### src/rtl/bus_arbiter_nm.sv
// N-master bus arbiter: round-robin or fixed priority, done/drop release, watchdog reclaim.
// Latency: grant 1 cycle after request in IDLE; each tenure ends with one RELEASE cycle then IDLE.
// Backpressure: none; requests are levels held by masters until granted, owner is never preempted.
module bus_arbiter_nm #(
    parameter int NUM_MASTERS    = 4,
    parameter int SLAVE_SEL_W    = 2,
    parameter int PRIORITY_MODE  = 0,
    parameter int TIMEOUT_CYCLES = 255,
    parameter int MID_W          = (NUM_MASTERS > 1) ? $clog2(NUM_MASTERS) : 1
) (
    input  logic                               clk,
    input  logic                               reset,
    input  logic [NUM_MASTERS-1:0]             m_request,
    input  logic [NUM_MASTERS*SLAVE_SEL_W-1:0] m_slave_select,
    input  logic [NUM_MASTERS-1:0]             m_done,
    output logic [NUM_MASTERS-1:0]             m_grant,
    output logic                               busy,
    output logic [MID_W-1:0]                   bus_grant,
    output logic [SLAVE_SEL_W-1:0]             slave_grant,
    output logic                               timeout,
    output logic [MID_W-1:0]                   timeout_id
);

    localparam int CNT_W = (TIMEOUT_CYCLES > 2) ? $clog2(TIMEOUT_CYCLES) : 1;
    localparam logic [CNT_W-1:0] CNT_LAST =
        (TIMEOUT_CYCLES == 0) ? '0 : CNT_W'(TIMEOUT_CYCLES - 1);

    typedef enum logic [1:0] {
        S_IDLE,
        S_GRANT,
        S_RELEASE
    } state_t;

    state_t                 state;
    logic [MID_W-1:0]       rr_ptr;
    logic [CNT_W-1:0]       wd_cnt;

    logic [SLAVE_SEL_W-1:0] sel_arr [NUM_MASTERS];
    logic [MID_W-1:0]       win_idx;
    logic                   win_vld;
    logic [MID_W-1:0]       cand;
    logic                   own_req;
    logic                   own_done;
    logic                   wd_hit;

    always_comb begin
        for (int i = 0; i < NUM_MASTERS; i++) begin
            sel_arr[i] = m_slave_select[i*SLAVE_SEL_W +: SLAVE_SEL_W];
        end
    end

    // Round-robin search starts just above the last owner so it sees lowest priority next time.
    always_comb begin
        win_vld = 1'b0;
        win_idx = '0;
        cand    = '0;
        if (PRIORITY_MODE != 0) begin
            for (int i = NUM_MASTERS - 1; i >= 0; i--) begin
                cand = MID_W'(i);
                if (m_request[cand]) begin
                    win_vld = 1'b1;
                    win_idx = cand;
                end
            end
        end else begin
            for (int k = 1; k <= NUM_MASTERS; k++) begin
                cand = MID_W'((int'(rr_ptr) + k) % NUM_MASTERS);
                if (!win_vld && m_request[cand]) begin
                    win_vld = 1'b1;
                    win_idx = cand;
                end
            end
        end
    end

    assign own_req  = m_request[bus_grant];
    assign own_done = m_done[bus_grant];
    assign wd_hit   = (TIMEOUT_CYCLES != 0) && (wd_cnt == CNT_LAST);

    always_ff @(posedge clk or negedge reset) begin
        if (!reset) begin
            state       <= S_IDLE;
            m_grant     <= '0;
            busy        <= 1'b0;
            bus_grant   <= '0;
            slave_grant <= '0;
            timeout     <= 1'b0;
            timeout_id  <= '0;
            rr_ptr      <= MID_W'(NUM_MASTERS - 1);
            wd_cnt      <= '0;
        end else begin
            timeout <= 1'b0;
            case (state)
                S_IDLE: begin
                    if (win_vld) begin
                        state       <= S_GRANT;
                        m_grant     <= NUM_MASTERS'(1) << win_idx;
                        busy        <= 1'b1;
                        bus_grant   <= win_idx;
                        slave_grant <= sel_arr[win_idx];
                        rr_ptr      <= win_idx;
                        wd_cnt      <= '0;
                    end
                end
                S_GRANT: begin
                    wd_cnt <= wd_cnt + 1'b1;
                    if (own_done || !own_req || wd_hit) begin
                        state   <= S_RELEASE;
                        m_grant <= '0;
                        busy    <= 1'b0;
                        // Only a pure watchdog expiry is reported; a normal release wins the tie.
                        if (!own_done && own_req) begin
                            timeout    <= 1'b1;
                            timeout_id <= bus_grant;
                        end
                    end
                end
                S_RELEASE: begin
                    state       <= S_IDLE;
                    bus_grant   <= '0;
                    slave_grant <= '0;
                end
                default: begin
                    state   <= S_IDLE;
                    m_grant <= '0;
                    busy    <= 1'b0;
                end
            endcase
        end
    end

endmodule

### config.mk
export PLATFORM = sky130hd
export DESIGN_NAME = bus_arbiter_nm
export DESIGN_NICKNAME = d
export VERILOG_FILES = /design/src/rtl/bus_arbiter_nm.sv
export SDC_FILE = /design/constraint.sdc
export NUM_CORES = 1
export LEC_CHECK = 0
export CAP_MARGIN = 20
export CELL_PAD_IN_SITES_DETAIL_PLACEMENT = 1
export CELL_PAD_IN_SITES_GLOBAL_PLACEMENT = 1
export CORE_ASPECT_RATIO = 1.1
export CORE_MARGIN = 3
export CORE_UTILIZATION = 25
export CTS_CLUSTER_DIAMETER = 30
export DETAILED_ROUTE_END_ITERATION = 6
export PLACE_DENSITY = 0.54
export REMOVE_ABC_BUFFERS = 1
export SKIP_CTS_REPAIR_TIMING = 1
export SYNTH_ARGS = -nofsm -noshare
export SYNTH_HDL_FRONTEND = slang
export SYNTH_SLANG_ARGS = --single-unit
### constraint.sdc
create_clock -name clk -period 3 [get_ports clk]
set_clock_uncertainty 0.2 [all_clocks]
set_input_delay 0.9 -clock clk [delete_from_list [all_inputs] [get_ports clk]]
set_output_delay 0.9 -clock clk [all_outputs]
set_load 0.03 [all_outputs]
==> flow_summary_export.csv, run 1 <==
group,metric,value,unit
yosys,synth_common_cells,"22 x dfrtp_1, 19 x nand2_1, 12 x o21ai_0",
cells_and_area,antenna_cells,0,
cells_and_area,area_growth,36.7,%
sta,setup_viol,0,
sta,fin_crit_sh,0.910,
global_route,use_met3,0.0338,
yosys,async_flop_share,1.00,
sta,setup_tns,0,ns
worst_setup_path,worst_ep_required_time,3.01,ns
cells_and_area,drive_gt1_frac,0.114,
clocking,path_clk_slew,0.09,ns
clocking,clk_latency,0.27,ns
place,io_buffers,29,
worst_setup_path,r2r_cells,5,
worst_setup_path,r2r_slack,0.81,ns
worst_setup_path,crit_fanout,6,
worst_setup_path,cp-endpoint,"m_grant[2]",
power,p_total,1.54,mW
global_route,grt_use_met2,0.226,
drt,routedWlPerCell,15.4,um
outcome,status,"completed",
yosys,synth_mux_area_frac,0.0439,
place,placed_area,1640,um2
global_route,grt.total_usage,0.128,
global_route,grt_max_degree,25,
clocking,cts_tree,"yes",
floorplanning,die-height,80.3,um
drt,first_pass_iters,4,
worst_setup_path,crit_path_end_kind,"flop",
sta,slew_violations,0,
yosys,synth-xor-area-share,0.00698,
floorplanning,rows,26,
power,p_comb_frac,0.459,
yosys,synthAdderAreaFrac,0.0199,
clocking,htreeDepth,1,
floorplanning,core_area,4750,um2
yosys,seq_area_frac_synth,0.481,
drt,drt_iter0_drc,20,
yosys,post-synth-top-count-cell,"dfrtp_1",
floorplanning,pin_count,30,
cells_and_area,stdcell_area,1720,um2
global_route,grt_pass1_vias,1198,
sta,worst_pin_slew,0.665,ns
cells_and_area,nFillCells,541,
flow_run,drv_cap,0,
global_route,grt_pass1_wl,5810,um
yosys,yosysTopAreaCellShare,0.439,
yosys,ys.flop_type,"dfrtp_1",
place,place_inst,218,
yosys,ys_ff_latch,24,
cells_and_area,final_nets,187,
global_route,gr-total-overflow,0,
drt,detail-route-antenna-nets,0,
yosys,synth_area_leaders,"dfrtp_1 44%, nand2_1 5.7%, o21ai_0 4.8%",
yosys,synth_top_area_cell,"dfrtp_1",
sta,hold_viol,0,
clocking,cts_root_buf,"clkbuf_8",
worst_setup_path,path_class,"input port to flop",
yosys,synth_edf_count,0,
yosys,synth.avg_cell_area,9.73,um2
sta,layout_min_cycle_time,2.73,ns
power,netSwitchingFraction,0.400,
place,dpl.hpwl,2660,um
power,p_per_area,897,nW/um2
worst_setup_path,cp-start-kind,"input port",
clocking,cts_made_buffers,3,
yosys,synth_top_family_by_area,"simple AND/OR/NAND/NOR gates",
worst_setup_path,r2r_start,"rr_ptr[1]",
place,gp_congestion,0.788,
drt,post_drt_via_cell_ratio,4.97,
power,p_switching,0.616,mW
global_route,top_usage_layer,"met2",
floorplanning,initial_utilization,0.264,
clocking,clockBufferDepth,2,
worst_setup_path,critPathLaunch,"m_request[3]",
drt,finalWirelength,3410,um
sta,rsz0062_at_grt,"no",
drt,via_count,1103,
yosys,yosys_warnings,0,
yosys,synth_compound_area_frac,0.186,
clocking,numClockSinks,24,
yosys,synthSimpleGateAreaFrac,0.228,
power,ir_worst_vdd,0.000445,V
worst_hold_path,min_path_type,"flop to flop",
drt,drc,0,
power,seqPwrFrac,0.351,
worst_setup_path,r2r-end,"slave_grant[0]",
worst_setup_path,crit_arrival,2.74,ns
power,p_clk_frac,0.190,
cells_and_area,seq_area,603,um2
global_route,antenna_found_initial,0,
yosys,syn_area,1250,um2
cells_and_area,multi_input_area,609,um2
cells_and_area,layoutNonFillerInstCount,222,
power,internal_power,0.923,mW
yosys,ys_types,38,
global_route,grt_util_met1,0.154,
floorplanning,die_w,73.6,um
yosys,syn_inst,129,
floorplanning,die_area,5910,um2
sta,clock.fmax,366,MHz
power,p_leak,0.757,nW
sta,slew_headroom,0.554,
sta,whs,0.300,ns
## cell families (layout without fill, tap and decap cells)
group / Yosys count / in the layout
AOI/OAI and AO/OA: 33 / 33
muxes: 4 / 4
DFF: 24 / 24
and+or+nand+nor: 57 / 57
buffers and inverters: 8 / 45
xor gates and xnor gates: 1 / 1
adders and majority gates: 2 / 2
## sequential cells by signal, indices dropped and copies added (netlist names)
name and flops:
rr_ptr 2, timeout_id 2, busy 1, wd_cnt 8
bus_grant 2, state 2, m_grant 4, timeout 1
slave_grant 2
## through the flow
step                utilization  setup WS, ns
finish                    0.361         0.269
detailed placement        0.346       -0.0128
global route              0.361       0.00961
CTS                       0.361         0.272
global placement          0.346        0.0291
floorplan                     -         0.564
## power by group through the flow
stage / Clock (mW) / Sequential [mW] / Combinational [mW]
floorplan: 0 / 0.631 / 0.321
global placement: 0 / 0.547 / 0.706
detailed placement: 0 / 0.549 / 0.713
CTS: 0.299 / 0.543 / 0.721
global route: 0.312 / 0.560 / 0.783
finish: 0.292 / 0.541 / 0.707
## layout make-up
| type | count | share of cell area |
|---|---|---|
| well taps | 56 | 0.0408 |
| repair buffers | 36 | 0.200 |
| inverters | 5 | 0.0109 |
| clock buffers | 3 | 0.0241 |
| flip-flops and latches | 24 | 0.352 |
| multi-input cells | 97 | 0.355 |
| clock inverters | 1 | 0.0175 |
## worst max-delay path, cell delays in order
cell and delay [ns]:
clkdlybuf4s50_1 0.57, nand2b_1 0.07, mux4_2 0.53, or3_4 0.43, o21ai_4 0.09, a32o_2 0.15
## how the worst min path moves through the flow
stage	startpoint	endpoint	slack [ns]	cells after the start
final	timeout_id[1]	timeout_id[1]	0.30	2
after global routing	timeout_id[1]	timeout_id[1]	0.33	2
after CTS	timeout_id[1]	timeout_id[1]	0.30	2
after detailed placement	timeout_id[1]	timeout_id[1]	0.27	2
after global placement	timeout_id[0]	timeout_id[0]	0.26	2
after floorplan	wd_cnt[7]	wd_cnt[7]	0.26	1
## layout by cell type, fill, tap and decap left out
| cell type | netlist | routed |
|---|---|---|
| xor2_1 | 1 | 1 |
| o21bai_1 | 1 | 1 |
| a21boi_0 | 1 | 1 |
| a21o_1 | 3 | 3 |
| dfrtp_1 | 22 | 22 |
| buf_4 | 1 | 7 |
| o21ai_0 | 12 | 12 |
| ha_1 | 2 | 2 |
| mux4_2 | 1 | 1 |
| a32o_2 | 2 | 2 |
| and2b_1 | 1 | 1 |
| and2_1 | 3 | 3 |
| or3_4 | 1 | 1 |
| nand3b_1 | 1 | 1 |
| clkbuf_8 | 0 | 3 |
| nand4_1 | 3 | 3 |
| nor2_1 | 10 | 10 |
| o2bb2ai_1 | 1 | 1 |
| bufinv_16 | 0 | 1 |
| nand2_1 | 19 | 19 |
| nor2b_1 | 1 | 1 |
| nand3_1 | 7 | 7 |
| nor4_1 | 1 | 1 |
| a2111oi_0 | 2 | 2 |
| a2bb2oi_1 | 1 | 1 |
| a211oi_1 | 1 | 1 |
| o21ai_4 | 1 | 1 |
| a21oi_1 | 4 | 4 |
| nand2b_1 | 5 | 5 |
| clkdlybuf4s50_1 | 0 | 29 |
| mux2i_1 | 1 | 1 |
| a22o_1 | 1 | 1 |
| nor3_1 | 2 | 2 |
| dfstp_2 | 2 | 2 |
| mux2_1 | 2 | 2 |
| or3_1 | 2 | 2 |
| inv_1 | 5 | 5 |
| a211o_1 | 3 | 3 |
| nor4_2 | 1 | 1 |
## routing by layer
metal  up-vias  share of wire  wire length (um)
li1        533              -                 -
met1       547           0.43              1480
met2        19           0.52              1780
met3         4          0.036               123
met4         0         0.0094                32
met5         -              0                 0
(Power assumes the default switching activity.)
==> run 2, diff against run 1 <==
Settings changed: ABC_CLOCK_PERIOD_IN_PS set to 3000, DONT_BUFFER_PORTS set to 1, PLACE_DENSITY 0.54 to 0.44, REMOVE_ABC_BUFFERS 1 to unset.
==> run 2 against run 1 <==
Net effect: clock power fell by 25%; combinational power fell by 38%; via count fell by 11%; non-clock buffer count fell by 34; largest cell class unchanged; cell count fell by 15%; critical path depth fell by 1; register-to-register slack got worse by 0.22 ns; count of clock-buffer cells in the layout rose by 1; global-route usage fell by 0.88 points; first-iteration DRC count rose by 150%; critical endpoint is now slave_grant[0].
==> flow_summary_export.csv, run 2 (same netlist as run 1, synthesis figures left out) <==
group,metric,value,unit
power,ir_worst_vdd,0.000338,V
worst_setup_path,crit_fanout,8,
clocking,path_clk_slew,0.08,ns
power,internal_power,0.736,mW
power,p_clk_frac,0.167,
clocking,clk_latency,0.26,ns
drt,detail-route-antenna-nets,0,
power,netSwitchingFraction,0.441,
clocking,htreeDepth,1,
drt,via_count,985,
global_route,grt.total_usage,0.119,
floorplanning,core_area,4750,um2
worst_setup_path,slowest_delay,0.60,ns
cells_and_area,final_cell_mix,"22 x dfrtp_1, 19 x nand2_1, 12 x o21ai_0",
outcome,status,"completed",
cells_and_area,antenna_cells,0,
sta,slew_headroom,0.598,
floorplanning,die_w,73.6,um
cells_and_area,top_register,"wd_cnt",
worst_setup_path,crit_path_end_kind,"flop",
power,p_leak,0.616,nW
clocking,clockBufferDepth,2,
drt,finalWirelength,3150,um
global_route,gr-total-overflow,0,
drt,post_drt_via_cell_ratio,5.24,
power,p_comb_frac,0.334,
sta,hold_viol,0,
worst_setup_path,crit_arrival,2.36,ns
worst_setup_path,cpMaxStageDelayCell,"dfstp_2",
global_route,grt_pass1_vias,1074,
place,io_buffers,0,
cells_and_area,area_growth,9.27,%
floorplanning,rows,26,
worst_setup_path,cp-start-kind,"flop",
sta,fin_crit_sh,0.802,
worst_setup_path,worst_ep_required_time,2.96,ns
place,gp_congestion,0.739,
sta,rsz0062_at_grt,"no",
cells_and_area,drive_gt1_frac,0.106,
sta,whs,0.119,ns
clocking,cts_tree,"yes",
sta,setup_viol,0,
cells_and_area,final_nets,153,
sta,layout_min_cycle_time,2.41,ns
worst_setup_path,path_cells,"mux2i_1 > a2bb2oi_1 > and2_1 > mux2_1 > a211o_1",
worst_setup_path,cp_num_buf_inv,0,
power,seqPwrFrac,0.499,
clocking,numClockSinks,24,
global_route,grt_max_degree,25,
sta,clock.fmax,415,MHz
drt,routedWlPerCell,16.7,um
clocking,cts_made_buffers,3,
global_route,antenna_found_initial,0,
cells_and_area,layoutNonFillerInstCount,188,
power,p_per_area,960,nW/um2
sta,slew_violations,0,
cells_and_area,layout_commonest_cell,"dfrtp_1",
worst_setup_path,r2r_slack,0.59,ns
floorplanning,pin_count,30,
cells_and_area,nFillCells,544,
sta,setup_tns,0,ns
floorplanning,initial_utilization,0.264,
cells_and_area,largest_reg_flops,8,
global_route,grt_pass1_wl,5380,um
worst_setup_path,crit_family,"flip-flops",
worst_hold_path,min_path_type,"input port to asynchronous set/reset pin",
drt,drt_iter0_drc,49,
yosys,syn-num-nets,149,
flow_run,drv_cap,0,
clocking,cts_root_buf,"clkbuf_8",
place,place_inst,184,
place,dpl.hpwl,2460,um
floorplanning,die-height,80.3,um
sta,worst_pin_slew,0.598,ns
drt,first_pass_iters,4,
power,p_switching,0.580,mW
worst_setup_path,path_class,"flop to flop",
floorplanning,die_area,5910,um2
drt,drc,0,
cells_and_area,reg_top3,"wd_cnt (8), m_grant (4)",
## run 2: per-stage QoR
stage	util	instance area (um2)	total power [mW]	setup WS, ns
after floorplan	-	1250	0.978	0.587
after global placement	0.277	1320	1.11	0.424
after detailed placement	0.277	1320	1.11	0.354
after CTS	0.289	1370	1.34	0.587
after global routing	0.289	1370	1.43	0.456
final	0.289	1370	1.32	0.593
## run 2: power groups by stage
stage                     Clock (mW)  Combinational (mW)  Sequential, mW
after CTS                      0.231               0.450           0.662
after detailed placement           0               0.445           0.669
after floorplan                    0               0.356           0.622
after global placement             0               0.441           0.671
final                          0.220               0.440           0.657
after global routing           0.250               0.500           0.683
## run 2: worst reg2reg max path, cell delays in order, from the launching register on
cell       delay [ns]
dfstp_2          0.60
mux2i_1          0.21
a2bb2oi_1        0.28
and2_1           0.36
mux2_1           0.36
a211o_1          0.29
## run 2: worst paths after layout
kind                            from             end  cells past startpoint
max                        rr_ptr[1]  slave_grant[0]                      5
min                            reset    bus_grant[0]                      0
max reg2reg                rr_ptr[1]  slave_grant[0]                      5
min reg2reg                wd_cnt[7]       wd_cnt[7]                      1
max in group asynchronous      reset       rr_ptr[1]                      0
min in group clk           wd_cnt[7]       wd_cnt[7]                      1
## run 2: cell type report
cell class / instances / area [um2] / area share
sequential: 24 / 603 / 0.440
multi-input combinational: 97 / 609 / 0.444
timing repair buffer: 2 / 15.0 / 0.0109
tap: 56 / 70.1 / 0.0511
clock buffer: 4 / 55.1 / 0.0401
inverter: 5 / 18.8 / 0.0137
## run 2: layer usage
metal,vias to the layer above,track usage,share of wire
met2,20,0.191,0.46
met3,5,0.0225,0.048
met1,494,0.161,0.48
met5,-,0,0
li1,466,-,-
met4,0,0.0380,0.013
